## src/rtl/waveform_pkg.sv

```systemverilog
// ============================================================================
//  Module      : waveform_pkg
//  Description : Shared state encoding and register map for the SDRAM
//                waveform player/recorder pair.
//  Revision    : 1.0 - initial release
// ============================================================================
`default_nettype none

package waveform_pkg;

    typedef enum logic [1:0] {
        IDLE    = 2'd0,
        CAPTURE = 2'd1,
        DONE    = 2'd2
    } state_e;

    localparam logic REG_LENGTH = 1'b0;
    localparam logic REG_CTRL   = 1'b1;

    localparam int CTRL_START_BIT = 0;

    localparam int STAT_BUSY_BIT  = 0;
    localparam int STAT_DONE_BIT  = 1;
    localparam int STAT_OVF_BIT   = 2;
    localparam int STAT_DROP_LSB  = 16;
    localparam int DROP_W         = 16;

endpackage

`default_nettype wire

```

## src/rtl/sample_fifo.sv

```systemverilog
// ============================================================================
//  Module      : sample_fifo
//  Description : Synchronous staging FIFO with flush and a registered head
//                output so the consumer never sees a same-cycle push.
//  Revision    : 1.0 - initial release
// ============================================================================
`default_nettype none

module sample_fifo #(
    parameter int WIDTH = 16,
    parameter int DEPTH = 8
) (
    input  logic             clock_i,
    input  logic             reset_n_i,
    input  logic             flush_i,
    input  logic             push_i,
    input  logic [WIDTH-1:0] data_i,
    input  logic             pop_i,
    output logic             full_o,
    output logic             empty_o,
    output logic [WIDTH-1:0] head_o
);

    localparam int PTR_W = (DEPTH > 1) ? $clog2(DEPTH) : 1;
    localparam int CNT_W = PTR_W + 1;

    logic [WIDTH-1:0] mem_q [DEPTH];
    logic [PTR_W-1:0] rd_q, rd_d;
    logic [PTR_W-1:0] wr_q, wr_d;
    logic [CNT_W-1:0] cnt_q, cnt_d;
    logic [WIDTH-1:0] head_q, head_d;
    logic             push_ok;
    logic             pop_ok;

    assign full_o  = (cnt_q == CNT_W'(DEPTH));
    assign empty_o = (cnt_q == '0);
    assign push_ok = push_i && !full_o;
    assign pop_ok  = pop_i && !empty_o;
    assign head_o  = head_q;

    always_comb begin
        rd_d   = rd_q;
        wr_d   = wr_q;
        cnt_d  = cnt_q;
        head_d = head_q;
        if (push_ok) begin
            wr_d = wr_q + PTR_W'(1);
        end
        if (pop_ok) begin
            rd_d = rd_q + PTR_W'(1);
        end
        if (push_ok && !pop_ok) begin
            cnt_d = cnt_q + CNT_W'(1);
        end else if (!push_ok && pop_ok) begin
            cnt_d = cnt_q - CNT_W'(1);
        end
        // Incoming data becomes the head when nothing older survives this cycle.
        if (push_ok && (empty_o || (pop_ok && cnt_q == CNT_W'(1)))) begin
            head_d = data_i;
        end else if (pop_ok) begin
            head_d = mem_q[rd_q + PTR_W'(1)];
        end
        if (flush_i) begin
            rd_d  = '0;
            wr_d  = '0;
            cnt_d = '0;
        end
    end

    always_ff @(posedge clock_i or negedge reset_n_i) begin
        if (!reset_n_i) begin
            rd_q   <= '0;
            wr_q   <= '0;
            cnt_q  <= '0;
            head_q <= '0;
        end else begin
            rd_q   <= rd_d;
            wr_q   <= wr_d;
            cnt_q  <= cnt_d;
            head_q <= head_d;
        end
    end

    always_ff @(posedge clock_i) begin
        if (push_ok) begin
            mem_q[wr_q] <= data_i;
        end
    end

endmodule

`default_nettype wire

```

## src/rtl/waveform_recorder.sv

```systemverilog
// ============================================================================
//  Module      : waveform_recorder
//  Description : Streams Avalon-ST audio samples into SDRAM from word 0 via a
//                staging FIFO; CPU control/status through a 2-word slave.
//                Optional drop counter: WAVEFORM_RECORDER_OVERFLOW_EN.
//  Revision    : 1.0 - initial release
// ============================================================================
`default_nettype none

module waveform_recorder
    import waveform_pkg::*;
#(
    parameter int ADDR_W     = 26,
    parameter int FIFO_DEPTH = 8
) (
    input  logic              clock,
    input  logic              reset_n,
    input  logic              address,
    input  logic              write,
    input  logic [31:0]       writedata,
    input  logic              read,
    output logic [31:0]       readdata,
    output logic [ADDR_W-1:0] sdram_addr,
    output logic [1:0]        sdram_byteenable_n,
    output logic              sdram_chipselect,
    output logic [15:0]       sdram_writedata,
    output logic              sdram_read_n,
    output logic              sdram_write_n,
    input  logic              sdram_waitrequest,
    input  logic [15:0]       audio_data,
    input  logic              audio_valid,
    output logic              audio_ready
);

    state_e      state_q, state_d;
    logic [31:0] length_q, length_d;
    logic [31:0] accepted_q, accepted_d;
    logic [31:0] written_q, written_d;
    logic        done_q, done_d;
    logic [31:0] readdata_q, readdata_d;
    logic [31:0] status;

    logic        capturing;
    logic        ctrl_wr;
    logic        arm;
    logic        abort;
    logic        push;
    logic        pop;
    logic        write_req;
    logic        fifo_flush;
    logic        fifo_full;
    logic        fifo_empty;
    logic [15:0] fifo_head;

    assign capturing = (state_q == CAPTURE);
    assign ctrl_wr   = write && (address == REG_CTRL);
    assign arm       = ctrl_wr && writedata[CTRL_START_BIT] && !capturing;
    assign abort     = ctrl_wr && !writedata[CTRL_START_BIT];

    assign audio_ready = capturing && !fifo_full && (accepted_q < length_q);
    assign push        = audio_valid && audio_ready;
    assign write_req   = capturing && !fifo_empty;
    assign pop         = write_req && !sdram_waitrequest;

    assign sdram_addr         = written_q[ADDR_W-1:0];
    assign sdram_writedata    = fifo_head;
    assign sdram_chipselect   = write_req;
    assign sdram_write_n      = !write_req;
    assign sdram_byteenable_n = 2'b00;
    assign sdram_read_n       = 1'b1;
    assign readdata           = readdata_q;

    sample_fifo #(
        .WIDTH (16),
        .DEPTH (FIFO_DEPTH)
    ) u_fifo (
        .clock_i   (clock),
        .reset_n_i (reset_n),
        .flush_i   (fifo_flush),
        .push_i    (push),
        .data_i    (audio_data),
        .pop_i     (pop),
        .full_o    (fifo_full),
        .empty_o   (fifo_empty),
        .head_o    (fifo_head)
    );

`ifdef WAVEFORM_RECORDER_OVERFLOW_EN
    logic              ovf_q, ovf_d;
    logic [DROP_W-1:0] drop_q, drop_d;

    always_comb begin
        ovf_d  = ovf_q;
        drop_d = drop_q;
        if (capturing && audio_valid && !audio_ready && (accepted_q < length_q)) begin
            ovf_d = 1'b1;
            if (drop_q != '1) begin
                drop_d = drop_q + DROP_W'(1);
            end
        end
        if (arm) begin
            ovf_d  = 1'b0;
            drop_d = '0;
        end
    end

    always_ff @(posedge clock or negedge reset_n) begin
        if (!reset_n) begin
            ovf_q  <= 1'b0;
            drop_q <= '0;
        end else begin
            ovf_q  <= ovf_d;
            drop_q <= drop_d;
        end
    end
`endif

    always_comb begin
        status                = '0;
        status[STAT_BUSY_BIT] = capturing;
        status[STAT_DONE_BIT] = done_q;
`ifdef WAVEFORM_RECORDER_OVERFLOW_EN
        status[STAT_OVF_BIT]                   = ovf_q;
        status[STAT_DROP_LSB +: DROP_W]        = drop_q;
`else
        status[STAT_OVF_BIT]                   = 1'b0;
        status[STAT_DROP_LSB +: DROP_W]        = '0;
`endif
    end

    always_comb begin
        state_d    = state_q;
        length_d   = length_q;
        accepted_d = accepted_q;
        written_d  = written_q;
        done_d     = done_q;
        readdata_d = readdata_q;
        fifo_flush = 1'b0;

        if (push) begin
            accepted_d = accepted_q + 32'd1;
        end
        if (pop) begin
            written_d = written_q + 32'd1;
        end
        if (write && (address == REG_LENGTH)) begin
            length_d = writedata;
        end
        if (read) begin
            readdata_d = (address == REG_LENGTH) ? written_q : status;
        end

        unique case (state_q)
            IDLE, DONE: begin
                if (arm) begin
                    accepted_d = '0;
                    written_d  = '0;
                    fifo_flush = 1'b1;
                    if (length_q == '0) begin
                        state_d = DONE;
                        done_d  = 1'b1;
                    end else begin
                        state_d = CAPTURE;
                        done_d  = 1'b0;
                    end
                end
            end
            CAPTURE: begin
                if ((written_q == length_q) && fifo_empty) begin
                    state_d = DONE;
                    done_d  = 1'b1;
                end
            end
            default: begin
                state_d = IDLE;
            end
        endcase

        // Abort wins over completion; any pending SDRAM request is withdrawn.
        if (abort) begin
            state_d    = IDLE;
            done_d     = 1'b0;
            fifo_flush = 1'b1;
        end
    end

    always_ff @(posedge clock or negedge reset_n) begin
        if (!reset_n) begin
            state_q    <= IDLE;
            length_q   <= '0;
            accepted_q <= '0;
            written_q  <= '0;
            done_q     <= 1'b0;
            readdata_q <= '0;
        end else begin
            state_q    <= state_d;
            length_q   <= length_d;
            accepted_q <= accepted_d;
            written_q  <= written_d;
            done_q     <= done_d;
            readdata_q <= readdata_d;
        end
    end

endmodule

`default_nettype wire
```

## config.mk

```make
export PLATFORM = sky130hd
export DESIGN_NAME = waveform_recorder
export DESIGN_NICKNAME = d
export VERILOG_FILES = /design/src/rtl/waveform_pkg.sv /design/src/rtl/sample_fifo.sv /design/src/rtl/waveform_recorder.sv
export SDC_FILE = /design/constraint.sdc
export NUM_CORES = 1
export LEC_CHECK = 0
export ABC_AREA = 1
export CAP_MARGIN = 20
export CELL_PAD_IN_SITES_DETAIL_PLACEMENT = 1
export CELL_PAD_IN_SITES_GLOBAL_PLACEMENT = 1
export CORE_ASPECT_RATIO = 1.4
export CORE_MARGIN = 2
export CORE_UTILIZATION = 46
export CTS_BUF_LIST = sky130_fd_sc_hd__clkbuf_8
export CTS_CLUSTER_DIAMETER = 30
export DETAILED_ROUTE_END_ITERATION = 10
export GPL_TIMING_DRIVEN = 1
export HOLD_SLACK_MARGIN = 0.12
export PLACE_DENSITY_LB_ADDON = 0.1
export SYNTH_ARGS = -nofsm -noshare
export SYNTH_HDL_FRONTEND = slang
export SYNTH_SLANG_ARGS = --single-unit
```

## constraint.sdc

```tcl
create_clock -name clock -period 4.35 [get_ports clock]
set_input_delay 0.87 -clock clock [delete_from_list [all_inputs] [get_ports clock]]
set_output_delay 0.87 -clock clock [all_outputs]
set_load 0.05 [all_outputs]
```

==> metrics.txt <==
Worst Max-Slew Pin Slew=1.05 ns; clock skew=0.0220 ns; Fin Setup TNS=0 ns; Synth-to-Final Area Change=19.1%; hold slack=0.358 ns; RR Startpoint=state_q[0]; Die Y=211 um; ant diodes=0; IO Pins=135; maxcap violations=0; Vias/cell=5.70; cells after synthesis=1519; max_slew headroom=30.0%; FMAX=0.244 GHz; DR pass1 iterations=5; Routed Antenna Nets=0; final setup fails=0; Overflow after GRT=0; drt total wl=45300 um; fin crit share=94.1%; sequential share of the synthesized area=55.2%; Data arrival, critical path=3.23 ns; worst-path fanout max=14; cts hold-fix bufs=0; PD cells=640 mW/mm^2; Worst Setup Start Kind=flip-flop; Worst-path clk slew=0.06 ns; htree depth=2; Top delay family on crit path=buffers and inverters; port buffer count=131; nets=1736; Slowest-stage cell, CP=clkdlybuf4s50_1; Tmin final=4.10 ns; wire per inst=21.9 um; Die ar.=0.0320 mm^2; CTS Buf Count=52; Setup Buffers After CTS=0; outcome=finished, final reports clean; vias in the first global route=12713; RSZ-0062 raised after global routing=no; GPL Wtd Cong=0.907; Critical Path Most Common Cell=inv_2; first-pass GRT wire length=71100 um; ys flop type=dfrtp_1; post-detail-place hpwl=31800 um; Mean Syn Cell Area=9.27 um^2; CP peak stage delay=0.82 ns; CP Launch Point=state_q[0]; worst path cell trace=inv_2, nor2_8, inv_2, nor3_2, nand3_1, nor2_2, and2_1, clkdlybuf4s50_1; max-slew violations=0; Total GRT Usage=28.4%; clock latency on the worst-skew pair=0.61 ns; synthesized flop and latch total=285; core area=0.0300 mm^2; Starting Density=46.9%; Post-Syn Area=0.0141 mm^2; Req. time, crit path=3.48 ns; DR vias=11816; largest net degree at the start of global routing=86; Worst VDD drop=0.000433 V; Yosys cell types=51; width of the die=152 um; Leakage Power=6.93 nW; share of layout cells above drive strength 1=8.77%; placed cells=1974; fill count=3439; antenna violations before repair=0; maximum buffer depth of the clock tree=3; Synth async-reset ratio=55.1%; CP Capture Type=output port; Post-synth EDFFs=128; Ys Warns=0; Setup CP Type=reg -> out; CTS tree=built; CP Buf/Inv Count=3; CTS Root Cell=clkbuf_8; hold crit path type=in -> async; Row Count=75; post-CTS resize count=0; # DRC=0; Sinks on Clock Net=285; Finished Layout Cells=2072; Final Hold Viols=0; Iter 0 DRT Violations=617
==> layer usage <==
| metal | vias up | wire length [um] | global-route usage [%] |
|---|---|---|---|
| li1 | 5404 | - | - |
| met1 | 5944 | 17300 | 32.3 |
| met2 | 346 | 24200 | 53.1 |
| met3 | 122 | 1900 | 3.92 |
| met4 | 0 | 1920 | 12.1 |
| met5 | - | 0 | 0 |
==> area by class of cell <==
| type | count | area [um^2] | share of cell area [%] |
|---|---|---|---|
| tap | 385 | 482 | 2.87 |
| clock inverter | 35 | 277 | 1.65 |
| multi-input combinational | 1016 | 5350 | 31.9 |
| inverter | 131 | 497 | 2.96 |
| timing repair buffer | 157 | 1530 | 9.14 |
| sequential | 285 | 7770 | 46.3 |
| clock buffer | 63 | 867 | 5.17 |
==> path summary, 6_finish.rpt <==
| path | end | slack (ns) | depth (start not counted) |
|---|---|---|---|
| max in group asynchronous | u_fifo.cnt_q[0] | 3.07 | 2 |
| max reg2reg | u_fifo.head_o[12] | 1.17 | 12 |
| max | audio_ready | 0.25 | 8 |
| min | readdata[21] | 0.36 | 1 |
| min reg2reg | readdata[13] | 0.48 | 2 |
| min in group clock | readdata[13] | 0.48 | 2 |
==> stage by stage <==
| stage | total power [mW] | util (%) | instance area, um^2 | setup WS (ns) |
|---|---|---|---|---|
| 2_1_floorplan | 6.54 | - | 14100 | 1.12 |
| 3_5_place_dp | 8.01 | 52.1 | 15600 | 0.918 |
| 3_3_place_gp | 7.84 | 52.1 | 15600 | 0.985 |
| 5_1_grt | 11.3 | 55.9 | 16800 | 0.142 |
| 6_report | 10.7 | 55.9 | 16800 | 0.255 |
| 4_1_cts | 10.8 | 55.9 | 16800 | 0.250 |
==> registers in the layout, indices dropped and copies added (netlist names), 4 cells and up <==
name and flops:
u_fifo.head_o 16, readdata 32, length_q 32, accepted_q 32
u_fifo.cnt_q 4, u_fifo.mem_q 128, written_q 32
==> cells in the mapped netlist (2+ instances only) <==
cell	number	area share [%]
o21ai_1	3	0.11
inv_4	2	0.089
buf_1	7	0.19
nor4_1	17	0.76
or2_2	7	0.31
nand2_2	2	0.089
nor2_4	2	0.16
buf_2	4	0.14
clkinv_1	2	0.053
nor2_2	2	0.089
and3_1	3	0.13
ha_1	38	3.4
clkbuf_1	39	1.0
nor3_2	3	0.21
a31oi_1	2	0.089
o21ai_0	137	4.9
nand2_4	2	0.16
inv_1	123	3.3
o22ai_1	44	2.0
a22o_1	6	0.37
o21a_1	3	0.16
inv_2	4	0.11
a21oi_1	102	3.6
nand3b_1	5	0.27
conb_1	2	0.053
buf_6	7	0.56
nand4_1	17	0.76
dfrtp_1	157	28
nor2_1	186	5.0
nor3_1	41	1.5
xor2_1	37	2.3
nand3_1	90	3.2
edfxtp_1	128	27
nand2_1	235	6.3
xnor2_1	15	0.93
buf_4	30	1.6
==> cell usage in the layout, fill, tap and decap left out, types with 35 or more instances in the layout <==
cell type	count
clkbuf_8	63
inv_1	137
xor2_1	37
nor3_1	35
edfxtp_1	128
dfrtp_1	157
nand3_1	90
nor2_1	185
a21oi_1	102
nand2_1	234
o21ai_0	137
ha_1	38
o22ai_1	44
clkdlybuf4s50_1	130
==> where the power goes <==
part           internal, mW  switching, mW  total [mW]
clock                  1.56           1.19        2.75
combinational          1.29           2.97        4.26
sequential             3.26          0.457        3.72
==> cell families (layout without fill, tap and decap cells) <==
group | after synthesis | in the layout | synth area share [%]
AND/OR/NAND/NOR | 620 | 620 | 19.5
AO/OA/AOI/OAI | 303 | 303 | 11.6
flip-flops | 285 | 285 | 55.2
buffers and inverters | 219 | 386 | 7.09
XOR/XNOR | 52 | 52 | 3.23
adder cells (fa/ha/maj) | 38 | 38 | 3.38
other | 2 | 3 | 0.0533
Note: power is estimated with default switching activity, not from simulation.
==> patch 1 (same settings) <==
Set the parameter `ADDR_W` to 22 (it was 26).
--- a/src/rtl/waveform_recorder.sv
+++ b/src/rtl/waveform_recorder.sv
@@ -11,5 +11,5 @@
     import waveform_pkg::*;
 #(
-    parameter int ADDR_W     = 26,
+    parameter int ADDR_W     = 22,
     parameter int FIFO_DEPTH = 8
 ) (
Interface: changed (resized sdram_addr); port bits go from 135 to 131. The function was not compared with the original's and may differ.
==> patch 1 against the original RTL <==
  * Setup slack better by 0.064 ns
  * Wire length shrank 1.7%
  * Sequential share of layout area barely moved
  * Power down 0.67%
  * Sequential power barely moved
  * Clock power is 2% lower
  * Worst hold slack got worse by 0.019 ns
  * Synthesized area is 0.21% lower
  * Sequential cell count is the same
  * Clock skew rose by 0.0051 ns
  * Design area about the same
==> patch 1: results (changes against the original RTL) <==
Worst Hold Class in2async; RD Place Congestion 0.921 (+1.6%); WP data arrival 3.16 ns (-0.07 ns); max reg flops 128 (unchanged); Starting DRT DRC Count 592 (-4.1%); Layout Skew 0.0270 ns (+0.00506 ns); Post-synth top cells nand2_1 (235), nor2_1 (186), dfrtp_1 (157); status finished, final reports clean; layout cells sized above 1 0.0889 (+0.00113); R2R Path Start state_q[0]$_DFFE_PN0P_; DRT Wirelength 44.6 mm (-1.7%); Worst-Margin Slew 1.03 ns (-0.0160 ns); First-pass DRT Iterations 5 (unchanged); mux contribution to synthesized area 0 (unchanged); first-pass GRT wire length 69.7 mm (-2.0%); vias in the first global route 12600 (-1.3%); Worst-Skew Late Latency 0.61 ns (about the same); Resized cells post-CTS 0 (unchanged); cell family with most CP delay buffers and inverters; Yosys warnings 0 (unchanged); pin count of the biggest net entering global routing 96 (+12%); Synth Area in Adders 0.0338 (+0.0000721); Synth cell types 51 (unchanged); Cells after DPL 1975 (+0.051%); reg2reg path depth 11 (-1); initial antenna violation count 1 (+1); CTS root buffer clkbuf_8; top cells by area, synth dfrtp_1 (28%), edfxtp_1 (27%), nand2_1 (6.3%); crit path kind reg2out; Worst-path clk slew 0.06 ns (about the same); Reg with most FFs u_fifo.mem_q; FF-to-FF setup slack 1.20 ns (+0.03 ns); sequential fraction of the synthesis area 0.553 (+0.00118); XOR/XNOR Fraction of Synth Area 0.0324 (+0.0000691); post-CTS setup buffers 0 (unchanged); reg-to-reg endpoint u_fifo.mem_q[5][5]$_DFFE_PP_; post-synthesis average cell area 9.28 um^2 (about the same); CTS Buffer Depth 3 (unchanged); input/output buffers 127 (-3.1%); ys flop type dfrtp_1; leakage 6.97 nW (+0.46%); Final HPWL DP 31.6 mm (-0.53%); Worst Path Max Fanout 14 (unchanged); # nets final 1738 (+0.12%); worst setup path end audio_ready; vias per cell 5.63 (-1.3%); CTS HTree Levels 2 (unchanged); final std cells w/o fill 2073 (+0.048%); worst IR drop on VDD 0.350 mV (-19%); Remaining DRCs 0 (unchanged); n_diodes 0 (unchanged); CP max-delay cell clkdlybuf4s50_1; Post-synth EDFFs 128 (unchanged); Synth Area in Compound Gates 0.116 (+0.000247); CTS buffer count 52 (unchanged); all-layer global routing usage 0.286 (+0.00215); ys async rst share 0.551 (unchanged); CP peak stage delay 0.81 ns
patch 1: how the worst min path moves through the flow:
stage                                         from                        to  slack [ns]  depth (start not counted)
after CTS                                  reset_n  readdata[14]$_DFFE_PN0P_        0.40                          1
after detailed placement  readdata[29]$_DFFE_PN0P_  readdata[29]$_DFFE_PN0P_        0.48                          2
after global placement     readdata[6]$_DFFE_PN0P_   readdata[6]$_DFFE_PN0P_        0.47                          2
final                                      reset_n  readdata[14]$_DFFE_PN0P_        0.34                          1
after global routing                       reset_n  readdata[14]$_DFFE_PN0P_        0.41                          1
after floorplan                 done_q$_DFFE_PN0P_        done_q$_DFFE_PN0P_        0.44                          2
patch 1: metal layers:
| metal | routed length [um] | track usage | up-vias |
|---|---|---|---|
| met2 | 23300 | 0.519 | 352 |
| met3 | 1970 | 0.0382 | 119 |
| li1 | - | - | 5414 |
| met5 | 17 | 0 | - |
| met1 | 17300 | 0.332 | 5783 |
| met4 | 1980 | 0.124 | 2 |
patch 1: power breakdown:
part	switching, mW	internal [mW]	leakage, nW	total, mW
clock network	1.17	1.52	0.640	2.69
logic	2.92	1.33	3.17	4.25
registers	0.453	3.26	3.16	3.72
patch 1: cell families after synthesis:
| logic type | Yosys count |
|---|---|
| buf+inv | 215 |
| flops | 285 |
| simple gates | 620 |
| fa+ha+maj | 38 |
| xor+xnor | 52 |
| other cells | 2 |
| compound gates | 303 |
patch 1: area by class of cell:
| class | count | area [um^2] |
|---|---|---|
| timing repair buffer | 159 | 1560 |
| clock buffer | 64 | 881 |
| clock inverter | 33 | 234 |
| multi-input combinational | 1016 | 5350 |
| tap | 385 | 482 |
| fill | 3484 | 13300 |
| inverter | 131 | 497 |
| sequential | 285 | 7770 |
patch 1: stage by stage:
step | setup WS (ns) | cell area (um^2)
final | 0.319 | 16800
after global routing | 0.161 | 16800
after CTS | 0.295 | 16700
after detailed placement | 0.960 | 15600
after global placement | 1.04 | 15600
after floorplan | 1.12 | 14100
==> patch 2 (same flow settings) <==
Without the edit above. Compare `cnt_q` against `CNT_W'(DEPTH)` with >= in place of ==.
--- a/src/rtl/sample_fifo.sv
+++ b/src/rtl/sample_fifo.sv
@@ -33,5 +33,5 @@
     logic             pop_ok;
 
-    assign full_o  = (cnt_q == CNT_W'(DEPTH));
+    assign full_o  = (cnt_q >= CNT_W'(DEPTH));
     assign empty_o = (cnt_q == '0);
     assign push_ok = push_i && !full_o;
Formal check against the unedited RTL: no difference found for any inputs over 4 cycles, from zero or initial values and one cycle with reset_n low; that may be too few to reach the edited logic, so the function may still have changed.
==> patch 2 against the original RTL <==
  * Combinational power down 19%
  * Power down 8.3%
  * Design area about the same
  * Largest cell class unchanged
  * Count of clock-buffer cells in the layout down 2
  * Synthesized area down 0.25%
  * Wire length down 0.74%
  * Sequential cell count unchanged
  * Setup slack better by 0.17 ns
==> patch 2: results (changes against the original RTL) <==
status finished, final reports clean; layout cells sized above 1 0.0832 (-0.00449); CTS Buffer Depth 3 (unchanged); vias in the first global route 12700 (-0.46%); sequential fraction of the synthesis area 0.553 (+0.00138); input/output buffers 131 (unchanged); top cells by area, synth dfrtp_1 (28%), edfxtp_1 (27%), nand2_1 (6.7%); leakage 6.98 nW (+0.72%); Worst-Margin Slew 0.850 ns (-0.198 ns); # nets final 1759 (+1.3%); all-layer global routing usage 0.288 (+0.00429); Overflow after GRT 0 (unchanged); worst slack, placed 1.02 ns (+0.103 ns); RD Place Congestion 0.928 (+2.4%); Starting DRT DRC Count 613 (-0.65%); Reg with most FFs u_fifo.mem_q; vias per cell 5.66 (-0.82%); ys async rst share 0.551 (unchanged); Layout Skew 0.0380 ns (+0.0161 ns); first-pass GRT wire length 70.4 mm (-1.0%); worst IR drop on VDD 0.303 mV (-30%); Post-synth top cells nand2_1 (249), nor2_1 (213), dfrtp_1 (157); WP data arrival 3.06 ns (-0.17 ns); Final HPWL DP 31.7 mm (-0.43%); Worst Hold Class in2async; Worst-Skew Late Latency 0.64 ns (+0.03 ns); post-CTS setup buffers 0 (unchanged); cell family with most CP delay buffers and inverters; Fillers 3471 (+0.93%); CP max-delay cell clkdlybuf4s50_1; Resized cells post-CTS 0 (unchanged); CTS HTree Levels 2 (unchanged); pin count of the biggest net entering global routing 85 (-1.2%); CTS root buffer clkbuf_8; CP peak stage delay 0.79 ns (-0.03 ns); Worst Path Max Fanout 4 (-10); Synth cell types 45 (-12%); Post-Route Setup TNS 0 ns (unchanged); Worst-path clk slew 0.06 ns (about the same); CTS buffer count 53 (+1.9%); Yosys warnings 0 (unchanged); DRT Wirelength 45.0 mm (-0.74%); cell-internal power 5.82 mW (-4.7%); initial antenna violation count 2 (+2); ys flop type dfrtp_1
-- patch 2: cell count changes in the layout (fill, tap and decap cells not counted), moves of 5 or more --
cell      change
o22ai_1      -16
nor3_1        -7
a21oi_1      -11
nand2_1      +14
o21ai_0      +16
nor4_1        +5
a311oi_1      +6
nor2_1       +27
-- patch 2: final cells by class --
class,instances,share of cell area
Clock buffer,61,0.0501
Inverter,138,0.0309
Multi-Input combinational cell,1031,0.317
Clock inverter,34,0.0189
Tap cell,385,0.0287
Timing Repair Buffer,157,0.0914
Antenna cell,1,0.000149
Sequential cell,285,0.463
-- patch 2: power groups by stage --
stage / Clock, mW / Combinational (mW) / Sequential (mW)
floorplan: 0 / 1.98 / 3.84
global placement: 0 / 3.35 / 3.58
detailed placement: 0 / 3.46 / 3.59
CTS: 2.86 / 3.49 / 3.55
global route: 2.96 / 3.78 / 3.59
finish: 2.82 / 3.47 / 3.55
-- patch 2: cells by family (layout without fill, tap and decap cells) --
logic type,after synthesis,count (layout),share of synthesized area
AND/OR/NAND/NOR,652,652,0.203
AO/OA/AOI/OAI,289,289,0.109
flip-flops,285,285,0.553
buffers and inverters,226,390,0.0700
XOR/XNOR,49,49,0.0306
adder cells (fa/ha/maj),38,38,0.0338
other,2,4,0.000535
-- patch 2: layer usage --
layer	track usage	share of wire
met2	0.519	0.53
met5	0	0.00029
met3	0.0432	0.044
met1	0.336	0.39
met4	0.124	0.041
-- patch 2: final timing paths --
check                                              start                            to  slack [ns]  cells past startpoint
worst max-delay path            accepted_q[25]$_DFF_PN0_                   audio_ready        0.42                     10
worst min-delay path                             reset_n      readdata[26]$_DFFE_PN0P_        0.32                      1
worst max register to register  accepted_q[25]$_DFF_PN0_  u_fifo.head_o[8]$_DFFE_PN0P_        1.07                     15
worst min register to register        done_q$_DFFE_PN0P_            done_q$_DFFE_PN0P_        0.48                      2
max in group asynchronous                        reset_n      length_q[12]$_DFFE_PN0P_        3.03                      2
min in group clock                    done_q$_DFFE_PN0P_            done_q$_DFFE_PN0P_        0.48                      2
-- patch 2: per-stage QoR --
stage / instances / util / instance area, um^2
after floorplan: 1542 / - / 14100
after global placement: 1995 / 0.519 / 15600
after detailed placement: 1995 / 0.519 / 15600
after CTS: 2090 / 0.558 / 16800
after global routing: 2091 / 0.559 / 16800
final: 2092 / 0.559 / 16800
